## src/rtl/io_arbiter_rr_pkg.sv

```systemverilog
// io_arbiter_rr_pkg: shared types, channel indices and address map for the IO arbiter
package io_arbiter_rr_pkg;
  typedef logic [1:0] io_state_t;
  localparam io_state_t IO_IDLE  = 2'd0;
  localparam io_state_t IO_ISSUE = 2'd1;
  localparam io_state_t IO_DONE  = 2'd2;
  localparam logic IO_IN  = 1'b1;
  localparam logic IO_OUT = 1'b0;
  localparam int VGA_I = 0;
  localparam int PS2_I = 1;
  localparam int IO_WORD_SIZE = 64;
  localparam int IO_ADDR_SIZE = 20;
  localparam int IO_CH_COUNT  = 2;
  localparam int IO_TIMEOUT   = 255;
  localparam logic [IO_ADDR_SIZE-1:0] VGA_MEM_OFFSET = 20'h00081;
  localparam logic [IO_ADDR_SIZE-1:0] PS2_MEM_OFFSET = 20'h00000;
  localparam logic [IO_CH_COUNT*IO_ADDR_SIZE-1:0] IO_CH_OFFSET = {PS2_MEM_OFFSET, VGA_MEM_OFFSET};
endpackage

```

## src/rtl/io_arbiter_rr_if.sv

```systemverilog
// io_arbiter_rr_if: device-channel and memory-port bundle of the IO arbiter
interface io_arbiter_rr_if
  import io_arbiter_rr_pkg::*;
#(
  parameter int CH_COUNT  = IO_CH_COUNT,
  parameter int WORD_SIZE = IO_WORD_SIZE,
  parameter int ADDR_SIZE = IO_ADDR_SIZE
);
  logic [CH_COUNT-1:0]           ch_req;
  logic [CH_COUNT-1:0]           ch_dir;
  logic [CH_COUNT*ADDR_SIZE-1:0] ch_addr;
  logic [CH_COUNT*WORD_SIZE-1:0] ch_wdata;
  logic [CH_COUNT-1:0]           ch_gnt;
  logic [CH_COUNT-1:0]           ch_done;
  logic [CH_COUNT-1:0]           ch_err;
  logic [WORD_SIZE-1:0]          ch_rdata;
  logic                          mem_valid;
  logic                          mem_we;
  logic [ADDR_SIZE-1:0]          mem_addr;
  logic [WORD_SIZE-1:0]          mem_wdata;
  logic                          mem_ready;
  logic [WORD_SIZE-1:0]          mem_rdata;
  modport master (
    input  ch_req, ch_dir, ch_addr, ch_wdata, mem_ready, mem_rdata,
    output ch_gnt, ch_done, ch_err, ch_rdata, mem_valid, mem_we, mem_addr, mem_wdata
  );
  modport slave (
    output ch_req, ch_dir, ch_addr, ch_wdata, mem_ready, mem_rdata,
    input  ch_gnt, ch_done, ch_err, ch_rdata, mem_valid, mem_we, mem_addr, mem_wdata
  );
endinterface

```

## src/rtl/io_arbiter_rr_pick.sv

```systemverilog
// io_arbiter_rr_pick: round-robin pick of the first request after the last grant
module io_arbiter_rr_pick #(
  parameter int N = 2,
  localparam int IW = N > 1 ? $clog2(N) : 1
) (
  input  logic [N-1:0]  req,
  input  logic [IW-1:0] last,
  output logic [N-1:0]  gnt,
  output logic [IW-1:0] idx,
  output logic          any
);
  always_comb begin
    idx = '0;
    for (int k = N; k >= 1; k--)
      if (req[(int'(last) + k) % N]) idx = IW'((int'(last) + k) % N);
  end
  assign any = |req;
  assign gnt = any ? N'(1) << idx : '0;
endmodule

```

## src/rtl/io_arbiter_rr.sv

```systemverilog
// io_arbiter_rr: round-robin serialiser of IO channel word transfers onto one memory port
module io_arbiter_rr
  import io_arbiter_rr_pkg::*;
#(
  parameter int WORD_SIZE = IO_WORD_SIZE,
  parameter int ADDR_SIZE = IO_ADDR_SIZE,
  parameter int CH_COUNT  = IO_CH_COUNT,
  parameter logic [CH_COUNT*ADDR_SIZE-1:0] CH_OFFSET = IO_CH_OFFSET,
  parameter int TIMEOUT   = IO_TIMEOUT
) (
  input logic clk,
  input logic rst_n,
  io_arbiter_rr_if.master bus
);
  localparam int IW = CH_COUNT > 1 ? $clog2(CH_COUNT) : 1;
  localparam int CW = $clog2(TIMEOUT + 1);
  io_state_t             state_q, state_d;
  logic [IW-1:0]         last_q, last_d, idx_q, idx_d, pick_idx;
  logic [CH_COUNT-1:0]   gnt_q, gnt_d, err_q, err_d, pick_gnt;
  logic                  dir_q, dir_d, pick_any, issue, timeout;
  logic [ADDR_SIZE-1:0]  addr_q, addr_d;
  logic [WORD_SIZE-1:0]  wdata_q, wdata_d, rdata_q, rdata_d;
  logic [CW-1:0]         cnt_q, cnt_d;
  io_arbiter_rr_pick #(.N(CH_COUNT)) u_pick (
    .req  (bus.ch_req),
    .last (last_q),
    .gnt  (pick_gnt),
    .idx  (pick_idx),
    .any  (pick_any)
  );
  assign issue   = state_q == IO_ISSUE;
  assign timeout = cnt_q == CW'(TIMEOUT - 1);
  // mem_ready is tested before timeout so a last-cycle response still completes
  always_comb begin
    state_d = state_q;
    last_d  = last_q;
    idx_d   = idx_q;
    gnt_d   = gnt_q;
    dir_d   = dir_q;
    addr_d  = addr_q;
    wdata_d = wdata_q;
    rdata_d = rdata_q;
    err_d   = '0;
    cnt_d   = issue && !bus.mem_ready ? cnt_q + 1'b1 : '0;
    if (state_q == IO_IDLE && pick_any) begin
      state_d = IO_ISSUE;
      idx_d   = pick_idx;
      gnt_d   = pick_gnt;
      dir_d   = bus.ch_dir[pick_idx];
      addr_d  = CH_OFFSET[pick_idx*ADDR_SIZE +: ADDR_SIZE] + bus.ch_addr[pick_idx*ADDR_SIZE +: ADDR_SIZE];
      wdata_d = bus.ch_wdata[pick_idx*WORD_SIZE +: WORD_SIZE];
    end else if (issue && bus.mem_ready) begin
      state_d = IO_DONE;
      rdata_d = dir_q == IO_OUT ? bus.mem_rdata : rdata_q;
    end else if ((issue && timeout) || state_q == IO_DONE) begin
      state_d = IO_IDLE;
      gnt_d   = '0;
      last_d  = idx_q;
      err_d   = issue ? gnt_q : '0;
      cnt_d   = '0;
    end
  end
  always_ff @(posedge clk or negedge rst_n) begin
    if (!rst_n) begin
      state_q <= IO_IDLE;
      last_q  <= IW'(CH_COUNT - 1);
      idx_q   <= '0;
      gnt_q   <= '0;
      err_q   <= '0;
      dir_q   <= 1'b0;
      addr_q  <= '0;
      wdata_q <= '0;
      rdata_q <= '0;
      cnt_q   <= '0;
    end else begin
      state_q <= state_d;
      last_q  <= last_d;
      idx_q   <= idx_d;
      gnt_q   <= gnt_d;
      err_q   <= err_d;
      dir_q   <= dir_d;
      addr_q  <= addr_d;
      wdata_q <= wdata_d;
      rdata_q <= rdata_d;
      cnt_q   <= cnt_d;
    end
  end
  assign bus.ch_gnt    = gnt_q;
  assign bus.ch_done   = state_q == IO_DONE ? gnt_q : '0;
  assign bus.ch_err    = err_q;
  assign bus.ch_rdata  = rdata_q;
  assign bus.mem_valid = issue;
  assign bus.mem_we    = issue & dir_q;
  assign bus.mem_addr  = addr_q;
  assign bus.mem_wdata = wdata_q;
endmodule

```

## src/flat_wrapper.sv

```systemverilog
// flat-port wrapper written by rule: the top's interface ports become plain ports
module io_arbiter_rr_flat import io_arbiter_rr_pkg::*;
#(
  parameter int WORD_SIZE = IO_WORD_SIZE,
  parameter int ADDR_SIZE = IO_ADDR_SIZE,
  parameter int CH_COUNT  = IO_CH_COUNT,
  parameter logic [CH_COUNT*ADDR_SIZE-1:0] CH_OFFSET = IO_CH_OFFSET,
  parameter int TIMEOUT   = IO_TIMEOUT
)
  (clk, rst_n, bus_ch_req, bus_ch_dir, bus_ch_addr, bus_ch_wdata, bus_mem_ready, bus_mem_rdata, bus_ch_gnt, bus_ch_done, bus_ch_err, bus_ch_rdata, bus_mem_valid, bus_mem_we, bus_mem_addr, bus_mem_wdata);
  io_arbiter_rr_if #(.CH_COUNT(CH_COUNT), .WORD_SIZE(WORD_SIZE), .ADDR_SIZE(ADDR_SIZE)) bus_i ();
  input logic clk;
  input logic rst_n;
  input wire logic [$bits(bus_i.ch_req)-1:0] bus_ch_req;
  input wire logic [$bits(bus_i.ch_dir)-1:0] bus_ch_dir;
  input wire logic [$bits(bus_i.ch_addr)-1:0] bus_ch_addr;
  input wire logic [$bits(bus_i.ch_wdata)-1:0] bus_ch_wdata;
  input wire logic [$bits(bus_i.mem_ready)-1:0] bus_mem_ready;
  input wire logic [$bits(bus_i.mem_rdata)-1:0] bus_mem_rdata;
  output wire logic [$bits(bus_i.ch_gnt)-1:0] bus_ch_gnt;
  output wire logic [$bits(bus_i.ch_done)-1:0] bus_ch_done;
  output wire logic [$bits(bus_i.ch_err)-1:0] bus_ch_err;
  output wire logic [$bits(bus_i.ch_rdata)-1:0] bus_ch_rdata;
  output wire logic [$bits(bus_i.mem_valid)-1:0] bus_mem_valid;
  output wire logic [$bits(bus_i.mem_we)-1:0] bus_mem_we;
  output wire logic [$bits(bus_i.mem_addr)-1:0] bus_mem_addr;
  output wire logic [$bits(bus_i.mem_wdata)-1:0] bus_mem_wdata;
  assign bus_i.ch_req = bus_ch_req;
  assign bus_i.ch_dir = bus_ch_dir;
  assign bus_i.ch_addr = bus_ch_addr;
  assign bus_i.ch_wdata = bus_ch_wdata;
  assign bus_i.mem_ready = bus_mem_ready;
  assign bus_i.mem_rdata = bus_mem_rdata;
  assign bus_ch_gnt = bus_i.ch_gnt;
  assign bus_ch_done = bus_i.ch_done;
  assign bus_ch_err = bus_i.ch_err;
  assign bus_ch_rdata = bus_i.ch_rdata;
  assign bus_mem_valid = bus_i.mem_valid;
  assign bus_mem_we = bus_i.mem_we;
  assign bus_mem_addr = bus_i.mem_addr;
  assign bus_mem_wdata = bus_i.mem_wdata;
  io_arbiter_rr #(.WORD_SIZE(WORD_SIZE), .ADDR_SIZE(ADDR_SIZE), .CH_COUNT(CH_COUNT), .CH_OFFSET(CH_OFFSET), .TIMEOUT(TIMEOUT)) u_core (.clk(clk), .rst_n(rst_n), .bus(bus_i));
endmodule
```

## config.mk

```make
export PLATFORM = sky130hd
export DESIGN_NAME = io_arbiter_rr_flat
export DESIGN_NICKNAME = d
export VERILOG_FILES = /design/src/rtl/io_arbiter_rr_pkg.sv /design/src/rtl/io_arbiter_rr_if.sv /design/src/rtl/io_arbiter_rr_pick.sv /design/src/rtl/io_arbiter_rr.sv /design/src/flat_wrapper.sv
export SDC_FILE = /design/constraint.sdc
export NUM_CORES = 1
export LEC_CHECK = 0
export BUFFER_PORTS_ARGS = -buffer_cell sky130_fd_sc_hd__buf_2
export CAP_MARGIN = 20
export CORE_AREA = 2 2 155 157
export DETAILED_ROUTE_END_ITERATION = 10
export DIE_AREA = 0 0 157 159
export GPL_ROUTABILITY_DRIVEN = 0
export PLACE_DENSITY = 0.68
export SLEW_MARGIN = 15
export SYNTH_ARGS = -nofsm -noshare
export SYNTH_HDL_FRONTEND = slang
export SYNTH_SLANG_ARGS = --single-unit
```

## constraint.sdc

```tcl
create_clock -name clk -period 3.2 [get_ports clk]
set_input_delay 0.48 -clock clk [delete_from_list [all_inputs] [get_ports clk]]
set_output_delay 0.48 -clock clk [all_outputs]
set_load 0.03 [all_outputs]
```

== Word level (Yosys, flattened, before mapping) ==
Cells that the tools add are included.

* Register bits: 165
* Word-level logic and storage cells: 70
* Bits of input ports: 239
* Output and inout port bits: 156

* Bitwise operators: 6
* Magnitude comparators: 3
* Reduce and logical (&&, ||, !) cells: 13
* Add/subtract/negate cells: 4
* Equality and inequality tests: 4
* $mul: 1
* Multiplexer cells: 25
* Shifts and indexed selects: 4

{| class="wikitable"
|+ Operators with widths
! cell !! count
|-
| $shiftx A128 B8 Y64 || 1
|-
| $shiftx A40 B7 Y20 || 1
|-
| $shiftx A40 B7 Y20 const A || 1
|-
| $mux W8 || 4
|-
| $mux W2 || 11
|-
| $add A20 B20 Y20 || 1
|-
| $mux W1 || 10
|-
| $add A8 B1 Y8 const B || 1
|-
| $eq A8 B8 Y1 const B || 1
|-
| $lt A2 B3 Y1 const B || 2
|-
| $reduce_and A3 Y1 || 2
|-
| $logic_and A1 B1 Y1 || 4
|-
| $mul A1 B3 Y4 const B || 1
|-
| $not A1 Y1 || 3
|-
| $reduce_bool A3 Y1 || 1
|-
| $add A1 B1 Y1 const B || 2
|-
| $and A1 B1 Y1 const A || 2
|-
| $eq A2 B1 Y1 const B || 1
|-
| $eq A2 B2 Y1 const B || 1
|-
| $logic_not A2 Y1 || 1
|-
| $lt A1 B2 Y1 const B || 1
|-
| $ne A2 B1 Y1 const B || 1
|-
| $reduce_and A2 Y1 || 1
|-
| $reduce_bool A2 Y1 || 1
|-
| 5 further kinds || 5
|}

== Depth between registers and ports, before layout ==
Gate-level depths: netlist of run 1.

* Depth after elaboration: 10
* Mapped depth: 11
* Mapped depth without buffers: 9

== By module ==
Synthesis of run 1 repeated with hierarchy kept, for this count alone.

* Cells, all modules: 665
* Area total of the unflattened synthesis: 7,609.8 um^2

{| class="wikitable"
|+ Modules (own cells, without submodules)
! module !! area an instance (um^2) !! cells each !! times used !! seq. area each (um^2)
|-
| io_arbiter_rr || 7,577.3 || 660 || 1 || 4,130.2
|-
| io_arbiter_rr_pick || 32.5 || 5 || 1 || 0.0
|}

== Worst setup path before layout of run 1 ==
OpenSTA, ideal clock, no wires.

* Path kind: reg2reg
* Start point: reg u_core.last_q
* End point: reg u_core.addr_q[16], in the netlist u_core.bus.mem_addr[16]
* Arrival time: 2.378 ns
* Clock period less this slack: 2.473 ns
* Required time: 3.105 ns
* Setup slack: 0.727 ns
* Library setup time: 0.095 ns
* Cell stages (with the launch flop): 11
* Cell sequence: dfstp_2 -> a21bo_1 -> buf_2 -> buf_2 -> and2_1 -> ha_1 -> nand4_1 -> o21ai_1 -> o2111ai_2 -> o21a_1 -> o31ai_1

* Longest elaborated chain between the ends: 9
* Elaborated cells between the ends (all ways): 14

{| class="wikitable"
|+ Ends and longest elaborated chain
! what !! RTL line !! source
|-
| start: declaration || io_arbiter_rr.sv:18 || <nowiki>logic [IW-1:0] last_q, last_d, idx_q, idx_d, pick_idx;</nowiki>
|-
| start signal: assignment || io_arbiter_rr.sv:66 || <nowiki>last_q <= IW'(CH_COUNT - 1);</nowiki>
|-
| start signal: assignment || io_arbiter_rr.sv:77 || <nowiki>last_q <= last_d;</nowiki>
|-
| $add A1 B1 Y1 || io_arbiter_rr_pick.sv:15 || <nowiki>if (req[(int'(last) + k) % N]) idx = IW'((int'(last) + k) % N);</nowiki>
|-
| $mux W1 (not written as such) (3 in series) || io_arbiter_rr_pick.sv:15 ||
|-
| $mux W1 || io_arbiter_rr_pick.sv:15 ||
|-
| $mux W1 (*) || io_arbiter_rr_pick.sv:15 ||
|-
| $mul A1 B3 Y4 (*) || io_arbiter_rr.sv:50 || <nowiki>addr_d = CH_OFFSET[pick_idx*ADDR_SIZE +: ADDR_SIZE] + bus.ch_addr[pick_idx*ADDR_SIZE +: ADDR_SIZE];</nowiki>
|-
| $shiftx A40 B7 Y20 || io_arbiter_rr.sv:50 ||
|-
| $add A20 B20 Y20 (*) || io_arbiter_rr.sv:50 ||
|-
| end signal: assignment || io_arbiter_rr.sv:82 || <nowiki>addr_q <= addr_d;</nowiki>
|-
| end: declaration || io_arbiter_rr.sv:21 || <nowiki>logic [ADDR_SIZE-1:0] addr_q, addr_d;</nowiki>
|}

Mark *: on every way between the ends. The rest lies on a longest branch, timed or not. The select of a mux whose other input is x is not followed.
A chain may end at the register's enable or synchronous reset.

== Worst setup path after layout of run 1 ==
Ends and elaborated chain as after synthesis.

==> impl_metrics.tcl, run 1 <==
set metrics [dict create \
    finalSetupViolCount 0 \
    cts_tree "yes" \
    cp.arrival_ns 2.90 \
    antenna_found_initial 3 \
    synth_nets 899 \
    r2r-end "u_core.bus.mem_addr[16]" \
    cp.required_ns 3.51 \
    min_period_ns 2.59 \
    hold_path_class "in2async" \
    area_delta_synth_final_pct 41.5 \
    cts_inserted_buffers 17 \
    ys.flop_type "dfrtp_1" \
    dieArea_mm2 0.0250 \
    drive_above_1_share_pct 47.9 \
    clk_latency_ns 0.42 \
    fp.coreArea_mm2 0.0232 \
    yosysWarnings 0 \
    wl_met1_um 9640 \
    maxSlewHeadroom_pct 60.4 \
    dr.max_layer_used "met5" \
    grt_max_degree 103 \
    setup_tns_ns 0 \
    hold_buffers 0 \
    final.setup_skew_ns 0.0205 \
    rows 56 \
    cts_setup_buffers 0 \
    ys_seq_elements 165 \
    r2r-start "u_core.last_q" \
    dp.final_hpwl_um 17200 \
    synth_top_cell_area_share_pct 57.0 \
    finalWirelength_um 22900 \
    grt_pass1_wl_um 35000 \
    synth_most_common_cell "nand2_1" \
    cts-root-buf "clkbuf_16" \
    p_per_area_mw_per_mm2 1090 \
    critical_path_class "reg2reg" \
    synthTopCellsByCount "nand2_1, dfrtp_1, a22oi_1, mux2_2" \
    instances_no_fill 1375 \
    cp-start-kind "flip-flop" \
    synth_edf_count 0 \
    port_buffers 394 \
    first_pass_iters 5 \
    drv_slew 0 \
    top_level_ports 395 \
    power_w 0.0111 \
    start_util_pct 31.0 \
    tightest_slew_ns 0.594 \
    clock_sinks 165 \
    routed-wl-met3_um 1860 \
    ant_nets 0 \
    synth_area_mm2 0.00720 \
    cts_buffer_depth 2 \
    grt_usage_pct 17.9 \
    reg2reg_slack_ns 0.61 \
    dpl_cell_area_mm2 0.00957 \
    cts_resized 0 \
    status "finished clean" \
    vdd_drop_max_mv 0.500 \
    rsz0062_at_grt "false" \
    syn_area_per_cell_um2 11.0 \
    h-tree-depth 4 \
    syn_inst 657 \
    synth_cell_types 43 \
    setup.worst_path.end_class "flip-flop" \
    dr_wl_met2_um 11100 \
    yosysTopAreaCell "dfrtp_1" \
    wl_per_cell_um 16.7 \
    leakagePower_nw 5.21 \
    synth-seq-area-share_pct 57.4 \
    cp_max_fo 7 \
    die_h_um 159 \
    cap_viol_max_count 0 \
    num_vias 6490 \
    reg2reg_depth 8 \
    dp.cells 1342 \
    clkTransAtPathRegs_ns 0.07 \
    die_w_um 157 \
    synth.area.top_cells "dfrtp_1, mux2_2, nand2_1, a22oi_1, buf_2" \
    drt_iter0_drc 339 \
    grt_pass1_vias 6297 \
    drc 0 \
    fmax_mhz 387 \
    final_cell_area_mm2 0.0102 \
    grt-ovfl-total 0 \
    hold_viol 0 \
    timing.final.crit_share_pct 80.8 \
    layout.nets 1284 \
    ys_async_sr_fraction_pct 100 \
    vias_per_cell 4.72 \
]
[final cells by class]
cell class	count	area, um2
antenna	2	5.00
clock buffer	17	425
clock inverter	14	185
fill	2254	13000
inverter	5	18.8
multi-input combinational	450	2910
sequential	165	4130
tap	319	399
timing repair buffer	403	2120
[flip-flops by register name, indices dropped and copies added (netlist names), 2 cells and up]
signal and count:
u_core.bus.ch_err 2, u_core.bus.ch_gnt 2, u_core.bus.ch_rdata 64, u_core.bus.mem_addr 20
u_core.bus.mem_wdata 64, u_core.cnt_q 8, u_core.state_q 2
[cells by family after synthesis]
logic type / synth area share (%)
and+or+nand+nor: 14.0
DFF: 57.4
AOI/OAI and AO/OA: 11.4
muxes: 11.7
buffers and inverters: 2.66
xor gates and xnor gates: 2.31
adders and majority gates: 0.521
[worst max-delay path, stage by stage (launching register included)]
cell	delay [ns]
dfstp_2	0.57
a21bo_1	0.28
and2_1	0.20
ha_1	0.29
nand4_1	0.11
o21ai_1	0.34
o2111ai_2	0.26
o21a_1	0.23
o31ai_1	0.19
[through the flow]
| stage | hold WS, ns | setup WS [ns] | utilization, % |
|---|---|---|---|
| finish | 0.0517 | 0.614 | 43.9 |
| global route | 0.0744 | 0.363 | 43.9 |
| CTS | 0.0497 | 0.617 | 43.9 |
| detailed placement | 0.468 | 0.497 | 41.3 |
| global placement | 0.464 | 0.621 | 41.3 |
| floorplan | 0.184 | 0.727 | - |
[per-layer routing]
metal | vias to the layer above | GRT usage [%]
met1 | 3115 | 22.8
met4 | 2 | 4.59
met2 | 281 | 29.8
met5 | - | 0
met3 | 22 | 5.25
li1 | 3070 | -
[cell usage in the layout, fill, tap and decap left out, types with 12 or more instances in the layout]
cell type,n
nand2_1,168
dfrtp_1,164
nand3_1,21
mux2_2,62
clkbuf_16,17
a22oi_1,67
nor2_1,18
buf_2,393
xor2_1,12
o21ai_0,19
[how the worst max path moves through the flow]
stage | start | end | slack (ns) | depth (start not counted)
3_5_place_dp | bus_ch_req[1] | u_core.bus.mem_addr[16] | 0.50 | 9
2_1_floorplan | u_core.last_q | u_core.bus.mem_addr[16] | 0.73 | 10
6_report | u_core.last_q | u_core.bus.mem_addr[16] | 0.61 | 8
3_3_place_gp | bus_ch_req[1] | u_core.bus.mem_addr[16] | 0.62 | 9
4_1_cts | u_core.last_q | u_core.bus.mem_addr[16] | 0.62 | 8
5_1_grt | u_core.last_q | u_core.bus.mem_addr[18] | 0.36 | 8
[power by group]
group,internal (W),switching [W]
registers,0.00307,0.000550
logic,0.00176,0.00355
clock network,0.00125,0.000914
Note: power is estimated with default switching activity, not from simulation.
==> run 2: changes to the inputs <==
--- a/config.mk
+++ b/config.mk
@@ -7,11 +7,11 @@
 export LEC_CHECK = 0
 export BUFFER_PORTS_ARGS = -buffer_cell sky130_fd_sc_hd__buf_2
 export CAP_MARGIN = 20
-export CORE_AREA = 2 2 155 157
+export CORE_AREA = 2 2 153 155
 export DETAILED_ROUTE_END_ITERATION = 10
-export DIE_AREA = 0 0 157 159
+export DIE_AREA = 0 0 155 157
 export GPL_ROUTABILITY_DRIVEN = 0
-export PLACE_DENSITY = 0.68
+export PLACE_DENSITY = 0.72
 export SLEW_MARGIN = 15
 export SYNTH_ARGS = -nofsm -noshare
 export SYNTH_HDL_FRONTEND = slang
==> constraint.sdc (replaced) <==
create_clock -name clk -period 2.2 [get_ports clk]
set_input_delay 0.33 -clock clk [delete_from_list [all_inputs] [get_ports clk]]
set_output_delay 0.33 -clock clk [all_outputs]
set_load 0.03 [all_outputs]
==> impl_metrics.tcl, run 2 (synthesis results as in run 1) <==
set metrics [dict create \
    status "finished clean" \
    drive_above_1_share_pct 49.0 \
    maxSlewHeadroom_pct 59.1 \
    grt_pass1_vias 6323 \
    clockPowerShare_pct 18.8 \
    top_level_ports 395 \
    num_vias 6586 \
    cts_setup_buffers 0 \
    clk_latency_ns 0.42 \
    die_w_um 155 \
    grt-ovfl-total 0 \
    ff_latch_area_mm2 0.00413 \
    layout.nets 1297 \
    h-tree-depth 4 \
    drv_slew 0 \
    clock_sinks 165 \
    seqPwrFrac_pct 32.8 \
    cp-start-kind "flip-flop" \
    cp.arrival_ns 2.34 \
    cp_max_fo 6 \
    min_period_ns 2.06 \
    port_buffers 394 \
    finalWirelength_um 23500 \
    cts-root-buf "clkbuf_16" \
    cp.required_ns 2.48 \
    power_frac_comb_pct 48.4 \
    multiInputGateArea_mm2 0.00295 \
    mostFrequentLayoutCell "buf_2" \
    rows 55 \
    timing.final.crit_share_pct 93.8 \
    critical-path-slowest-cell "dfstp_2" \
    clkTransAtPathRegs_ns 0.07 \
    ant_nets 0 \
    final_cell_mix "buf_2, nand2_1, dfrtp_1, a22oi_1, mux2_2" \
    fmax_mhz 485 \
    cap_viol_max_count 0 \
    grt_max_degree 65 \
    cts_buffer_depth 2 \
    fp.coreArea_mm2 0.0225 \
    area_delta_synth_final_pct 42.9 \
    finalSetupViolCount 0 \
    critPathMaxStageDelay_ns 0.59 \
    dieArea_mm2 0.0243 \
    cts_tree "yes" \
    p_sw_w 0.00743 \
    cts_inserted_buffers 17 \
    dp.final_hpwl_um 17900 \
    intPower_w 0.00874 \
    crit_path_frequent_cell "nand2_1" \
    hold_viol 0 \
    final.setup_skew_ns 0.0112 \
    die_h_um 157 \
    cp_cell_sequence "a21bo_4, nand2_1, nand2_1, ha_4, nand4_1, o21ai_2, buf_4, o2111ai_1, xnor2_1, o21ai_0" \
    p_per_area_mw_per_mm2 1570 \
    drc 0 \
    grt_pass1_wl_um 34800 \
    antenna_found_initial 1 \
    tightest_slew_ns 0.613 \
    hold_path_class "in2reg" \
    pre_cts_ws_ns 0.0691 \
    vdd_drop_max_mv 0.582 \
    wl_per_cell_um 17.3 \
    setup.worst_path.end_class "flip-flop" \
    whs_ns 0.0941 \
    layout_setup_ws_ns 0.137 \
    swShare_pct 46.0 \
    critical_path_class "reg2reg" \
    vias_per_cell 4.86 \
    nFillCells 2150 \
    leakagePower_nw 5.27 \
    start_util_pct 32.0 \
    grt_usage_pct 18.5 \
    drt_iter0_drc 353 \
    first_pass_iters 5 \
]
[run 2: what timing repair did]
item | CTS | global route
hold buffers | 1 | 0
endpoints found under the hold margin | 51 | 0
endpoints found under the setup margin | 0 | 4
gates resized for setup | 0 | 4
[run 2: area by class of cell]
class,instances,area share (%)
Clock inverter,14,1.56
Sequential cell,165,40.1
Timing Repair Buffer,416,21.7
Antenna cell,1,0.0243
Inverter,5,0.182
Clock buffer,18,4.27
Multi-Input combinational cell,450,28.6
Tap cell,285,3.47
[run 2: final timing paths]
check,from,endpoint,slack [ns],cells after the start
worst max-delay path,u_core.last_q,u_core.bus.mem_addr[12],0.14,10
worst min-delay path,bus_ch_wdata[91],u_core.bus.mem_wdata[27],0.09,3
worst max register to register,u_core.last_q,u_core.bus.mem_addr[12],0.14,10
worst min register to register,u_core.bus.mem_addr[7],u_core.bus.mem_addr[7],0.48,2
max in group asynchronous,rst_n,u_core.last_q,1.06,3
min in group asynchronous,rst_n,u_core.bus.mem_addr[5],0.47,2
[run 2: power by group through the flow]
stage / sequential, W / clock, W / combinational, W
after global placement: 0.00530 / 0 / 0.00775
final: 0.00530 / 0.00304 / 0.00783
after floorplan: 0.00792 / 0 / 0.00260
after CTS: 0.00530 / 0.00313 / 0.00789
after global routing: 0.00547 / 0.00324 / 0.00838
after detailed placement: 0.00533 / 0 / 0.00789
[run 2: metal layers]
layer / up-vias / part of all wire, % / GRT usage (%)
met2: 322 / 49 / 31.1
li1: 3099 / - / -
met3: 14 / 7.4 / 4.07
met1: 3151 / 43 / 24.3
met5: - / 0 / 0
met4: 0 / 1.1 / 4.94
[run 2: worst max-delay path, delay by kind of cell (launching register included)]
family	cells	cell delay, ns
AND/OR/NAND/NOR	3	0.26
adder cells (fa/ha/maj)	1	0.18
XOR/XNOR	1	0.16
AO/OA/AOI/OAI	4	0.57
flip-flops	1	0.59
buffers and inverters	1	0.16
[run 2: per-stage QoR]
stage	utilization, %	power, W	setup TNS, ns	instance area (um2)	std cells
floorplan	-	0.0105	0	7240	657
global placement	42.9	0.0130	0	9650	1320
detailed placement	42.9	0.0132	0	9650	1320
CTS	45.6	0.0163	0	10300	1353
global route	45.7	0.0171	-0.00175	10300	1354
finish	45.7	0.0162	0	10300	1354
